### src/rtl/truth_table_pkg.sv
`default_nettype none
// ---------------------------------------------------------------------------
// truth_table_pkg
// Shared types and sizing helpers for the truth-table scanner.
// Revision: 1.0
// ---------------------------------------------------------------------------
package truth_table_pkg;

   // Scanner control states
   typedef enum logic [0:0] {
      IDLE = 1'b0,
      RUN  = 1'b1
   } state_t;

   localparam int N_IN_DEFAULT = 4;
   localparam int N_VEC        = 2**N_IN_DEFAULT;

   // Number of minterms for an n-input function
   function automatic int vec_count(input int n);
      return 2**n;
   endfunction

   // Settle counter width; a SETTLE of 1 still needs a 1-bit counter
   function automatic int cnt_width(input int settle);
      return (settle > 1) ? $clog2(settle) : 1;
   endfunction

endpackage
`default_nettype wire

### src/rtl/truth_table_scanner_if.sv
`default_nettype none
// ---------------------------------------------------------------------------
// truth_table_scanner_if
// Control, stimulus and result bundle between the scanner and its user.
// Revision: 1.0
// ---------------------------------------------------------------------------
interface truth_table_scanner_if #(
   parameter int N_IN = 4
);
   localparam int N_VEC = 2**N_IN;

   logic              start;
   logic              busy;
   logic              done;
   logic [N_IN-1:0]   drive;
   logic              f_in;
   logic [N_VEC-1:0]  expected;
   // measured minterm mask ("table" is a reserved word)
   logic [N_VEC-1:0]  table_mask;
   logic              mismatch;
   logic [N_IN:0]     err_count;
   logic [N_IN-1:0]   first_bad;

   modport master (
      input  start, f_in, expected,
      output busy, done, drive, table_mask, mismatch, err_count, first_bad
   );

   modport slave (
      output start, f_in, expected,
      input  busy, done, drive, table_mask, mismatch, err_count, first_bad
   );
endinterface
`default_nettype wire

### src/rtl/truth_table_scanner.sv
`default_nettype none
// ---------------------------------------------------------------------------
// truth_table_scanner
// Walks every input combination of an N_IN-input function block, samples
// F after SETTLE cycles per vector, builds the minterm mask and compares it
// with a mask captured at start.
// Revision: 1.0
// ---------------------------------------------------------------------------
module truth_table_scanner
   import truth_table_pkg::*;
#(
   parameter int N_IN   = 4,
   parameter int SETTLE = 1
) (
   input  logic                  clk,
   input  logic                  rst,
   truth_table_scanner_if.master bus
);
   localparam int              NV          = vec_count(N_IN);
   localparam int              CW          = cnt_width(SETTLE);
   localparam logic [N_IN-1:0] LAST_IDX    = N_IN'(NV - 1);
   localparam logic [CW-1:0]   SETTLE_LOAD = CW'(SETTLE - 1);

   state_t            state;
   state_t            state_nxt;
   logic              sample;
   logic              last;

   logic [N_IN-1:0]   drive;
   logic [CW-1:0]     settle_cnt;
   logic [NV-1:0]     exp_q;
   logic [NV-1:0]     tbl;
   logic [N_IN:0]     err_count;
   logic [N_IN-1:0]   first_bad;
   logic              mismatch;
   logic              busy;
   logic              done;

   // State register
   always_ff @(posedge clk or posedge rst) begin
      if (rst) state <= IDLE;
      else     state <= state_nxt;
   end

   // Next state; a sample happens on the edge that ends the last settle cycle
   always_comb begin
      state_nxt = state;
      sample    = 1'b0;
      last      = (drive == LAST_IDX);
      unique case (state)
         IDLE: if (bus.start) state_nxt = RUN;
         RUN: begin
            sample = (settle_cnt == '0);
            if (sample && last) state_nxt = IDLE;
         end
         default: state_nxt = IDLE;
      endcase
   end

   // Vector stepping, sampling and error accumulation
   always_ff @(posedge clk or posedge rst) begin
      if (rst) begin
         drive      <= '0;
         settle_cnt <= '0;
         exp_q      <= '0;
         tbl        <= '0;
         err_count  <= '0;
         first_bad  <= '0;
         mismatch   <= 1'b0;
         busy       <= 1'b0;
         done       <= 1'b0;
      end else begin
         done <= 1'b0;
         if (state == IDLE) begin
            // a start in the done cycle is accepted here too
            if (bus.start) begin
               exp_q      <= bus.expected;
               tbl        <= '0;
               err_count  <= '0;
               first_bad  <= '0;
               mismatch   <= 1'b0;
               drive      <= '0;
               settle_cnt <= SETTLE_LOAD;
               busy       <= 1'b1;
            end
         end else if (!sample) begin
            settle_cnt <= settle_cnt - 1'b1;
         end else begin
            tbl[drive] <= bus.f_in;
            if (bus.f_in != exp_q[drive]) begin
               err_count <= err_count + 1'b1;
               mismatch  <= 1'b1;
               // mismatch is still clear only before the first miss of a scan
               if (!mismatch) first_bad <= drive;
            end
            // terminal index ends the scan; drive keeps its last value
            if (last) begin
               busy <= 1'b0;
               done <= 1'b1;
            end else begin
               drive      <= drive + 1'b1;
               settle_cnt <= SETTLE_LOAD;
            end
         end
      end
   end

   assign bus.drive      = drive;
   assign bus.table_mask = tbl;
   assign bus.err_count  = err_count;
   assign bus.first_bad  = first_bad;
   assign bus.mismatch   = mismatch;
   assign bus.busy       = busy;
   assign bus.done       = done;

endmodule
`default_nettype wire

### src/flat_wrapper.sv
// flat-port wrapper written by rule: the top's interface ports become plain ports
module truth_table_scanner_flat import truth_table_pkg::*;
#(
   parameter int N_IN   = 4,
   parameter int SETTLE = 1
)
  (clk, rst, bus_start, bus_f_in, bus_expected, bus_busy, bus_done, bus_drive, bus_table_mask, bus_mismatch, bus_err_count, bus_first_bad);
  truth_table_scanner_if #(.N_IN(N_IN)) bus_i ();
  input  logic clk;
  input  logic rst;
  input wire logic [$bits(bus_i.start)-1:0] bus_start;
  input wire logic [$bits(bus_i.f_in)-1:0] bus_f_in;
  input wire logic [$bits(bus_i.expected)-1:0] bus_expected;
  output wire logic [$bits(bus_i.busy)-1:0] bus_busy;
  output wire logic [$bits(bus_i.done)-1:0] bus_done;
  output wire logic [$bits(bus_i.drive)-1:0] bus_drive;
  output wire logic [$bits(bus_i.table_mask)-1:0] bus_table_mask;
  output wire logic [$bits(bus_i.mismatch)-1:0] bus_mismatch;
  output wire logic [$bits(bus_i.err_count)-1:0] bus_err_count;
  output wire logic [$bits(bus_i.first_bad)-1:0] bus_first_bad;
  assign bus_i.start = bus_start;
  assign bus_i.f_in = bus_f_in;
  assign bus_i.expected = bus_expected;
  assign bus_busy = bus_i.busy;
  assign bus_done = bus_i.done;
  assign bus_drive = bus_i.drive;
  assign bus_table_mask = bus_i.table_mask;
  assign bus_mismatch = bus_i.mismatch;
  assign bus_err_count = bus_i.err_count;
  assign bus_first_bad = bus_i.first_bad;
  truth_table_scanner #(.N_IN(N_IN), .SETTLE(SETTLE)) u_core (.clk(clk), .rst(rst), .bus(bus_i));
endmodule
### config.mk
export PLATFORM = sky130hd
export DESIGN_NAME = truth_table_scanner_flat
export DESIGN_NICKNAME = d
export VERILOG_FILES = /design/src/rtl/truth_table_pkg.sv /design/src/rtl/truth_table_scanner_if.sv /design/src/rtl/truth_table_scanner.sv /design/src/flat_wrapper.sv
export SDC_FILE = /design/constraint.sdc
export NUM_CORES = 1
export LEC_CHECK = 0
export CAP_MARGIN = 40
export CELL_PAD_IN_SITES_DETAIL_PLACEMENT = 1
export CELL_PAD_IN_SITES_GLOBAL_PLACEMENT = 2
export CORE_MARGIN = 4
export CORE_UTILIZATION = 31
export CTS_BUF_LIST = sky130_fd_sc_hd__clkbuf_4 sky130_fd_sc_hd__clkbuf_8 sky130_fd_sc_hd__clkbuf_16
export CTS_CLUSTER_SIZE = 24
export DETAILED_ROUTE_END_ITERATION = 10
export GPL_ROUTABILITY_DRIVEN = 0
export PLACE_DENSITY = 0.82
export SLEW_MARGIN = 25
export SYNTH_ARGS = -nofsm -noshare
export SYNTH_HDL_FRONTEND = slang
export SYNTH_SLANG_ARGS = --single-unit
### constraint.sdc
create_clock -name clk -period 2.6 [get_ports clk]
set_input_delay 0.78 -clock clk [delete_from_list [all_inputs] [get_ports clk]]
set_output_delay 0.78 -clock clk [all_outputs]
set_load 0.02 [all_outputs]
# Word-level counts from Yosys, hierarchy flattened
# Cells that the tools add are included.
word_totals:
  ff_bits: 50
  latch_bits: 0
  mem_bits_rw: 0
  mem_bits_ro: 0
  in_bits: 20
  out_inout_bits: 32
  mem_count: 0
op_classes:
  n_addsub: 3
  mul: 0
  div_mod_pow: 0
  magnitude_cmp: 2
  eq_ne: 8
  shift: 0
  muxes: 38
  bitwise_logic: 2
  n_reduce_logical: 10
op_table:
  columns: ["op", "n"]
  rows:
  - ["2-to-1 mux 16 bit", 3]
  - ["2-to-1 mux 4 bit", 8]
  - ["2-to-1 mux 5 bit", 4]
  - ["2-to-1 mux 1 bit", 19]
  - ["bitwise mux 16 bit", 1]
  - ["!= test 2 bit, second input constant", 5]
  - ["AND reduction 3 bit", 3]
  - ["AND reduction 2 bit", 3]
  - ["adder 5 x 1 -> 5 bit, second input constant", 1]
  - ["< comparator 4 x 5 -> 1 bit, second input constant", 1]
  - ["adder 4 x 1 -> 4 bit, second input constant", 1]
  - ["binary-select mux 1 bit (select 4 bit)", 1]
  - ["demux 1 bit (select 4 bit)", 1]
  - ["equality test 4 bit, second input constant", 1]
  - ["greater-or-equal comparator 4 x 1 -> 1 bit, second input constant", 1]
  - ["AND reduction 4 bit", 1]
  - ["!= test 3 bit, second input constant", 1]
  - ["logical AND 1 bit", 2]
  - ["NOT 1 bit", 2]
  - ["case mux 1 bit (2 select lines)", 1]
  - ["nonzero test 2 bit", 1]
  - ["!= test 1 bit", 1]
  - ["subtractor 1 bit, second input constant", 1]

# Longest topological paths before layout
# Gate-level depths: netlist (run 1).
logic_depth:
  word_depth: 7
  mapped_depth: 6
  ltp_nobuf: 6

# Worst setup path before layout (run 1)
# No wires, ideal clock.
synth_path:
  kind: "register to register"
  start: "register u_core.drive[2] (netlist: u_core.bus.drive[2])"
  end: "register u_core.err_count[0] (netlist: u_core.bus.err_count[0])"
  arrival_ns: 2.281
  required_time_ns: 2.519
  setup_slack_ns: 0.238
  stages_incl_launch_ff: 7
  cell_sequence: "dfrtp_1 -> buf_6 -> mux4_2 -> mux4_2 -> xnor2_4 -> nor2_2 -> mux2i_1"
synth_via:
  elab_chain_len: 5
synth_lines:
  columns: ["item", "line", "rtl"]
  rows:
  - ["start, declared", "truth_table_scanner.sv:29", "logic [N_IN-1:0] drive;"]
  - ["start signal, assigned", "truth_table_scanner.sv:101", "drive <= drive + 1'b1;"]
  - ["binary-select mux 1 bit (select 4 bit)", "truth_table_scanner.sv:90", "if (bus.f_in != exp_q[drive]) begin"]
  - ["2-to-1 mux 1 bit (implied by the code)", "truth_table_scanner.sv:90", null]
  - ["!= test 1 bit", "truth_table_scanner.sv:90", null]
  - ["!= test 2 bit (no source line)", null, null]
  - ["AND reduction 3 bit (no source line)", null, null]
  - ["end signal, assigned", "truth_table_scanner.sv:91", "err_count <= err_count + 1'b1;"]
  - ["end, declared", "truth_table_scanner.sv:33", "logic [N_IN:0] err_count;"]
# Every way passes these cells. The select of a mux whose other input is x is not followed.
# A chain may end at the register's enable or synchronous reset.

# Worst setup path after layout (run 1)
layout_path:
  start: "register u_core.drive[2] (netlist: u_core.bus.drive[2])"
  end: "register u_core.err_count[1] (netlist: u_core.bus.err_count[1])"
# Same word-level chain as after synthesis.

==> summary.txt, run 1 <==
Outcome
  • Status: finished, final reports clean

Floorplan
  • Die footprint: 0.00927 mm^2
  • Row count: 31
  • Number of top-level pins: 52
  • Area of the core: 0.00741 mm^2
  • Initial core utilization: 32.6%
  • Die H: about 96 um
  • Die X: 96.3 um

Drt
  • DRT antenna net count: 0
  • Initial drt markers: 73
  • Pre-antenna DRT Iters: 4
  • Via count: about 2,000
  • DRT Wirelength: ~6300 um
  • Routed wire per std cell: between 15 and 20 um
  • DRC Markers: 0
  • Vias/cell: between 5 and 6

Synthesis
  • Synth async-reset ratio: 100%
  • Mapped Area: approximately 0.0024 mm^2
  • Post-synth EDFFs: 0
  • Cell taking the most area after synthesis: dfrtp_1
  • Post-Syn Nets: 271
  • Synth Area in Adders: 2.59%
  • Mapped Cells: about 250
  • Ys Warns: 0
  • Largest family of logic cells by synthesized area: simple AND/OR/NAND/NOR gates
  • Post-synth cell types: 33
  • Synth Area in Simple Gates: 24.4%
  • Compound-Gate Fraction of Synth Area: 8.80%
  • Main synth FF type: dfrtp_1
  • Post-synthesis xor/xnor area fraction: ~2.6%
  • Mux contribution to synthesized area: ~6.3%
  • Seq cells post-synth: 50
  • Sequential cell area fraction in the yosys report: slightly above 50%
  • Synth area leaders: dfrtp_1 52%, nand2_1 12%, mux4_2 4.7%
  • Post-synth top area share: between 50% and 60%
  • Syn avg cell area: just under 10 um^2

Setup path
  • Delay of the slowest critical-path stage: 0.54 ns
  • CP Class: flop to flop
  • Max FO, Critical Path: 10
  • Max stage delay cell, worst path: mux4_2
  • Crit end category: flop
  • Worst path cell trace: mux4_2, mux4_2, xnor2_4, nor2_2, mux2i_1
  • Arrival time worst endpoint: 2.66 ns
  • CP Data Required Time: between 2 and 3 ns
  • Worst path most repeated cell: mux4_2
  • CP startpoint kind: flop

Layout
  • Diodes inserted: 0
  • Footprint of the multi-input gates: ~0.0011 mm^2
  • Layout cells sized above 1: under 10%
  • Layout area overhead: 29.9%
  • Layout fillers: between 800 and 900
  • Fin cells: approximately 400
  • Leading cell type in the layout, fill and taps excluded: nand2_1
  • Most frequent cells in the layout: 77 x nand2_1, 51 x clkdlybuf4s50_1, 50 x dfrtp_1
  • Finished Core Util: between 40% and 50%
  • Sequential Area: between 0.001 and 0.0015 mm^2
  • Final #Nets: 321

CTS
  • Worst-skew pair later-pin latency: ~0.30 ns
  • TritonCTS clock tree: yes
  • Post-CTS Resized: 0
  • Clock-pin slew on the worst setup and hold paths: approximately 0.09 ns
  • Clock Sinks: 50
  • Cts bufs inserted: 5
  • H-tree levels: 2
  • Hold_buf cts: 0
  • # Post-CTS Setup Buffers: 0
  • Clk root buf: clkbuf_8
  • Clock Tree Buf Depth: 2

STA
  • Final period util: between 90% and 100%
  • Accumulated negative setup slack: 0 ns
  • Worst Skew: a little over 0.01 ns
  • Final Hold Viols: 0
  • Fmax: just over 0.4 GHz
  • Relative slew slack: around 69%
  • Slew Viols, Final: 0
  • Final setup fails: 0
  • Pin slew with the least headroom to its limit: about 0.47 ns
  • Fin crit period: between 2 and 2.5 ns
  • RSZ-0062 raised after global routing: false

Place
  • Port Buffers: 51
  • Post-detail-place hpwl: ~4700 um
  • Number of placed instances, taps included: ~390

Job
  • Max Cap Viol: 0

Pwr
  • Leakage power: roughly 0.0014 uW
  • Peak VDD IR: approximately 0.4 mV
  • Power Dens Cells: 1290 mW/mm^2

Global route
  • Vias in the first global route: just over 2,000
  • First-pass GRT wire length: roughly 11,000 um
  • GRT Resource Usage Total: around 15%
  • Antenna violations before repair: 0
  • GRT overflow: 0
  • Largest net degree at the start of global routing: 33

Min path
  • Min-delay worst type: flop to flop
[critical path, delay by kind of cell (launching register included)]
kind                      cells  cell delay, ns
muxes                         3            1.32
DFF                           1            0.52
and+or+nand+nor               1            0.31
xor gates and xnor gates      1            0.20
[sequential cells by signal, indices dropped and copies added (netlist names)]
name and cells:
u_core.bus.first_bad 4, u_core.bus.drive 4, u_core.bus.busy 1, u_core.settle_cnt 1
u_core.exp_q 16, u_core.bus.table_mask 16, u_core.state 1, u_core.bus.done 1
u_core.bus.err_count 5, u_core.bus.mismatch 1
[where the power goes]
group	leakage (uW)	internal [uW]	switching, uW
sequential	0.000612	1110	293
combinational	0.000758	1000	1200
clock	0.0000407	196	257
[cell type report]
type                       instances  area share (%)
sequential                        50            39.8
inverter                           5           0.598
multi-input combinational        175            34.4
timing repair buffer              59            18.6
clock buffer                       6            2.43
clock inverter                     1           0.239
tap                               99            3.94
[cells by family after synthesis]
logic type	Yosys count
simple gates	128
flops	50
compound gates	28
buf+inv	21
mux	9
xor+xnor	5
fa+ha+maj	5
[path summary, 6_finish.rpt]
path / from / to / slack, ns / cells after the start
hold / removal: u_core.exp_q[6] / u_core.exp_q[6] / 0.49 / 2
setup / recovery: u_core.bus.drive[2] / u_core.bus.err_count[1] / 0.16 / 5
hold reg to reg: u_core.exp_q[6] / u_core.exp_q[6] / 0.49 / 2
max in group asynchronous: rst / u_core.bus.table_mask[5] / 1.28 / 3
min in group asynchronous: rst / u_core.bus.err_count[2] / 0.80 / 2
setup reg to reg: u_core.bus.drive[2] / u_core.bus.err_count[1] / 0.16 / 5
[routing by layer]
| layer | vias up | track usage (%) | routed length [um] |
|---|---|---|---|
| li1 | 960 | - | - |
| met5 | - | 0 | 0 |
| met1 | 967 | 21.3 | 3110 |
| met3 | 6 | 3.44 | 323 |
| met4 | 0 | 2.80 | 57 |
| met2 | 45 | 23.0 | 2840 |
[through the flow]
| step | cell area, um^2 | power (uW) | hold slack (ns) | setup WS [ns] |
|---|---|---|---|---|
| after floorplan | 2420 | 2820 | 0.440 | 0.238 |
| after global placement | 3060 | 3580 | 0.461 | 0.255 |
| after detailed placement | 3060 | 3660 | 0.472 | 0.153 |
| after CTS | 3140 | 4120 | 0.495 | 0.120 |
| after global routing | 3140 | 4400 | 0.512 | 0.0399 |
| final | 3140 | 4050 | 0.485 | 0.162 |
[Yosys cell counts (all sizes together), types with 3 or more instances]
| cell | count |
|---|---|
| o21ai | 5 |
| nand4 | 17 |
| o221ai | 4 |
| mux4 | 5 |
| nor2 | 8 |
| clkbuf | 14 |
| ha | 5 |
| nor2b | 3 |
| nand3b | 3 |
| dfrtp | 50 |
| nand2b | 6 |
| inv | 5 |
| nand2 | 77 |
| o211ai | 11 |
| mux2i | 4 |
| o311ai | 4 |
| xor2 | 4 |
| nand3 | 7 |
Power figures use the tool's default switching activity.
==> run 2, diff against run 1 <==
--- a/config.mk
+++ b/config.mk
@@ -8,6 +8,7 @@
 export CAP_MARGIN = 40
 export CELL_PAD_IN_SITES_DETAIL_PLACEMENT = 1
 export CELL_PAD_IN_SITES_GLOBAL_PLACEMENT = 2
+export CORE_ASPECT_RATIO = 0.75
 export CORE_MARGIN = 4
 export CORE_UTILIZATION = 31
 export CTS_BUF_LIST = sky130_fd_sc_hd__clkbuf_4 sky130_fd_sc_hd__clkbuf_8 sky130_fd_sc_hd__clkbuf_16
==> summary.txt, run 2 (synthesis results as in run 1) <==
Layout
  • Most frequent cells in the layout: 77 x nand2_1, 51 x clkdlybuf4s50_1, 49 x dfrtp_1
  • Leading cell type in the layout, fill and taps excluded: nand2_1
  • Sequential Area: 0.00125 mm^2 (about the same)
  • Final #Nets: 321 (unchanged)
  • Footprint of the multi-input gates: 0.00108 mm^2 (unchanged)
  • Layout area overhead: 32.5%
  • Layout fillers: 836 (-0.48%)
  • Layout cells sized above 1: 8.75% (+0.65 points)
  • Diodes inserted: 0 (unchanged)
  • Finished Core Util: 42.9% (+0.51 points)

Floorplan
  • Die footprint: 0.00929 mm^2 (+0.16%)
  • Area of the core: 0.00747 mm^2 (+0.78%)
  • Initial core utilization: 32.4% (-0.25 points)
  • Row count: 27 (-13%)
  • Number of top-level pins: 52 (unchanged)
  • Die H: 84.5 um (-12%)
  • Die X: 110 um (+14%)

STA
  • RSZ-0062 raised after global routing: false
  • Fin crit period: 2.44 ns (-0.000136 ns)
  • Relative slew slack: 69.7% (+1.1 points)
  • Fmax: 0.410 GHz (about the same)
  • Worst Skew: 0.00680 ns (-0.00348 ns)
  • Final period util: 93.8% (about the same)
  • Final Hold Viols: 0 (unchanged)
  • Final setup fails: 0 (unchanged)
  • Accumulated negative setup slack: 0 ns (unchanged)
  • Slew Viols, Final: 0 (unchanged)
  • Pin slew with the least headroom to its limit: 0.454 ns (-0.0167 ns)

Setup path
  • R2r endpoint: u_core.bus.err_count[1]
  • Crit end category: output port
  • CP startpoint kind: flop
  • Max stage delay cell, worst path: clkdlybuf4s50_1
  • Worst Reg-to-Reg Cells: 5 (unchanged)
  • Delay of the slowest critical-path stage: 0.64 ns (+0.10 ns)
  • Worst path cell trace: buf_4, clkdlybuf4s50_1
  • R2R Setup Slk: 0.24 ns (+0.08 ns)
  • CP Data Required Time: 1.82 ns (-1.00 ns)
  • CP Class: flop to output port
  • RR Startpoint: u_core.bus.drive[2]
  • Max FO, Critical Path: 15 (+5)
  • Arrival time worst endpoint: 1.66 ns (-1.00 ns)

Global route
  • GRT Resource Usage Total: 15.0% (+0.15 points)
  • Antenna violations before repair: 0 (unchanged)
  • First-pass GRT wire length: 11,000 um (+2.1%)
  • Largest net degree at the start of global routing: 38 (+15%)
  • GRT overflow: 0 (unchanged)
  • Vias in the first global route: 2,111 (+1.7%)

Drt
  • Pre-antenna DRT Iters: 4 (unchanged)
  • Via count: 1,982 (+0.20%)
  • Initial drt markers: 80 (+9.6%)
  • DRC Markers: 0 (unchanged)
  • Routed wire per std cell: 16.3 um (+1.7%)
  • Vias/cell: 4.98 (-0.55%)
  • DRT antenna net count: 0 (unchanged)
  • DRT Wirelength: 6490 um (+2.5%)

CTS
  • TritonCTS clock tree: yes
  • H-tree levels: 2 (unchanged)
  • Clk root buf: clkbuf_8
  • Clock Sinks: 50 (unchanged)
  • Worst-skew pair later-pin latency: 0.30 ns (about the same)
  • Clock Tree Buf Depth: 2 (unchanged)
  • Clock-pin slew on the worst setup and hold paths: 0.09 ns (about the same)
  • Cts bufs inserted: 5 (unchanged)

Min path
  • Hold EP: u_core.exp_q[2]
  • Min-delay worst type: flop to flop
  • Hold Path Origin: u_core.exp_q[2]
  • Hold depth: 2 (unchanged)

Pwr
  • Power Dens Cells: 1350 mW/mm^2 (+4.3%)
  • Leakage power: 0.00144 uW (+2.1%)
  • Peak VDD IR: 0.490 mV (+24%)
  • Total chip power: 4320 uW (+6.4%)

Outcome
  • Status: finished, final reports clean

Job
  • Max Cap Viol: 0 (unchanged)

Place
  • Port Buffers: 51 (unchanged)
  • Post-detail-place hpwl: 4690 um (-0.42%)
==> run 2: cell count changes in the layout (fill, tap and decap cells not counted) <==
| cell | before | now |
|---|---|---|
| bufinv_16 | 0 | 2 |
| clkbuf_4 | 1 | 0 |
| clkbuf_8 | 5 | 6 |
| clkinvlp_4 | 1 | 0 |
| dfrtp_1 | 50 | 49 |
| dfrtp_2 | 0 | 1 |
==> run 2: routing by layer <==
layer  GRT usage [%]  wire length (um)  vias to the layer above  share of wire [%]
li1                -                 -                      954                  -
met1            23.2              3320                      981                 51
met2            21.3              2840                       39                 44
met3            3.23               273                        8                4.2
met4            3.40                59                        0               0.91
met5               0                 0                        -                  0
==> run 2: worst max path at each step <==
stage	start	endpoint
finish	u_core.bus.drive[3]	bus_drive[3]
CTS	u_core.bus.drive[2]	bus_drive[2]
floorplan	u_core.bus.drive[2]	u_core.bus.err_count[0]
global route	u_core.bus.drive[2]	bus_drive[2]
detailed placement	u_core.bus.drive[2]	u_core.bus.err_count[4]
global placement	u_core.bus.drive[2]	u_core.bus.err_count[4]
==> run 2: worst max-delay path, delay by kind of cell (launching register included) <==
family | cells | cell delay (ns)
buffers and inverters | 2 | 0.90
flip-flops | 1 | 0.46
==> run 2: cell type report <==
type | instances | area share (%)
multi-input combinational | 175 | 33.7
tap | 101 | 3.95
sequential | 50 | 39.1
clock buffer | 6 | 2.58
clock inverter | 2 | 1.88
inverter | 5 | 0.586
timing repair buffer | 59 | 18.2
==> run 2: what timing repair did <==
action | in CTS | in global routing
setup endpoints to repair | 0 | 1
hold buffers | 0 | 0
gates resized for setup | 0 | 1
setup buffers | 0 | 0
==> run 2: power by group <==
group / internal, uW / leakage, uW / switching [uW] / total [uW]
clock: 410 / 0.0000714 / 265 / 675
sequential: 1110 / 0.000611 / 296 / 1410
combinational: 1010 / 0.000758 / 1230 / 2230
total: 2530 / 0.00144 / 1790 / 4320
==> run 2: stage by stage <==
step                      hold WS [ns]  area [um^2]  cells  setup WS (ns)
after global placement           0.469         3060    390          0.263
after global routing             0.520         3200    398         0.0874
after CTS                        0.492         3200    398         0.0649
after detailed placement         0.469         3060    390          0.162
after floorplan                  0.440         2420    246          0.238
final                            0.488         3200    398          0.162
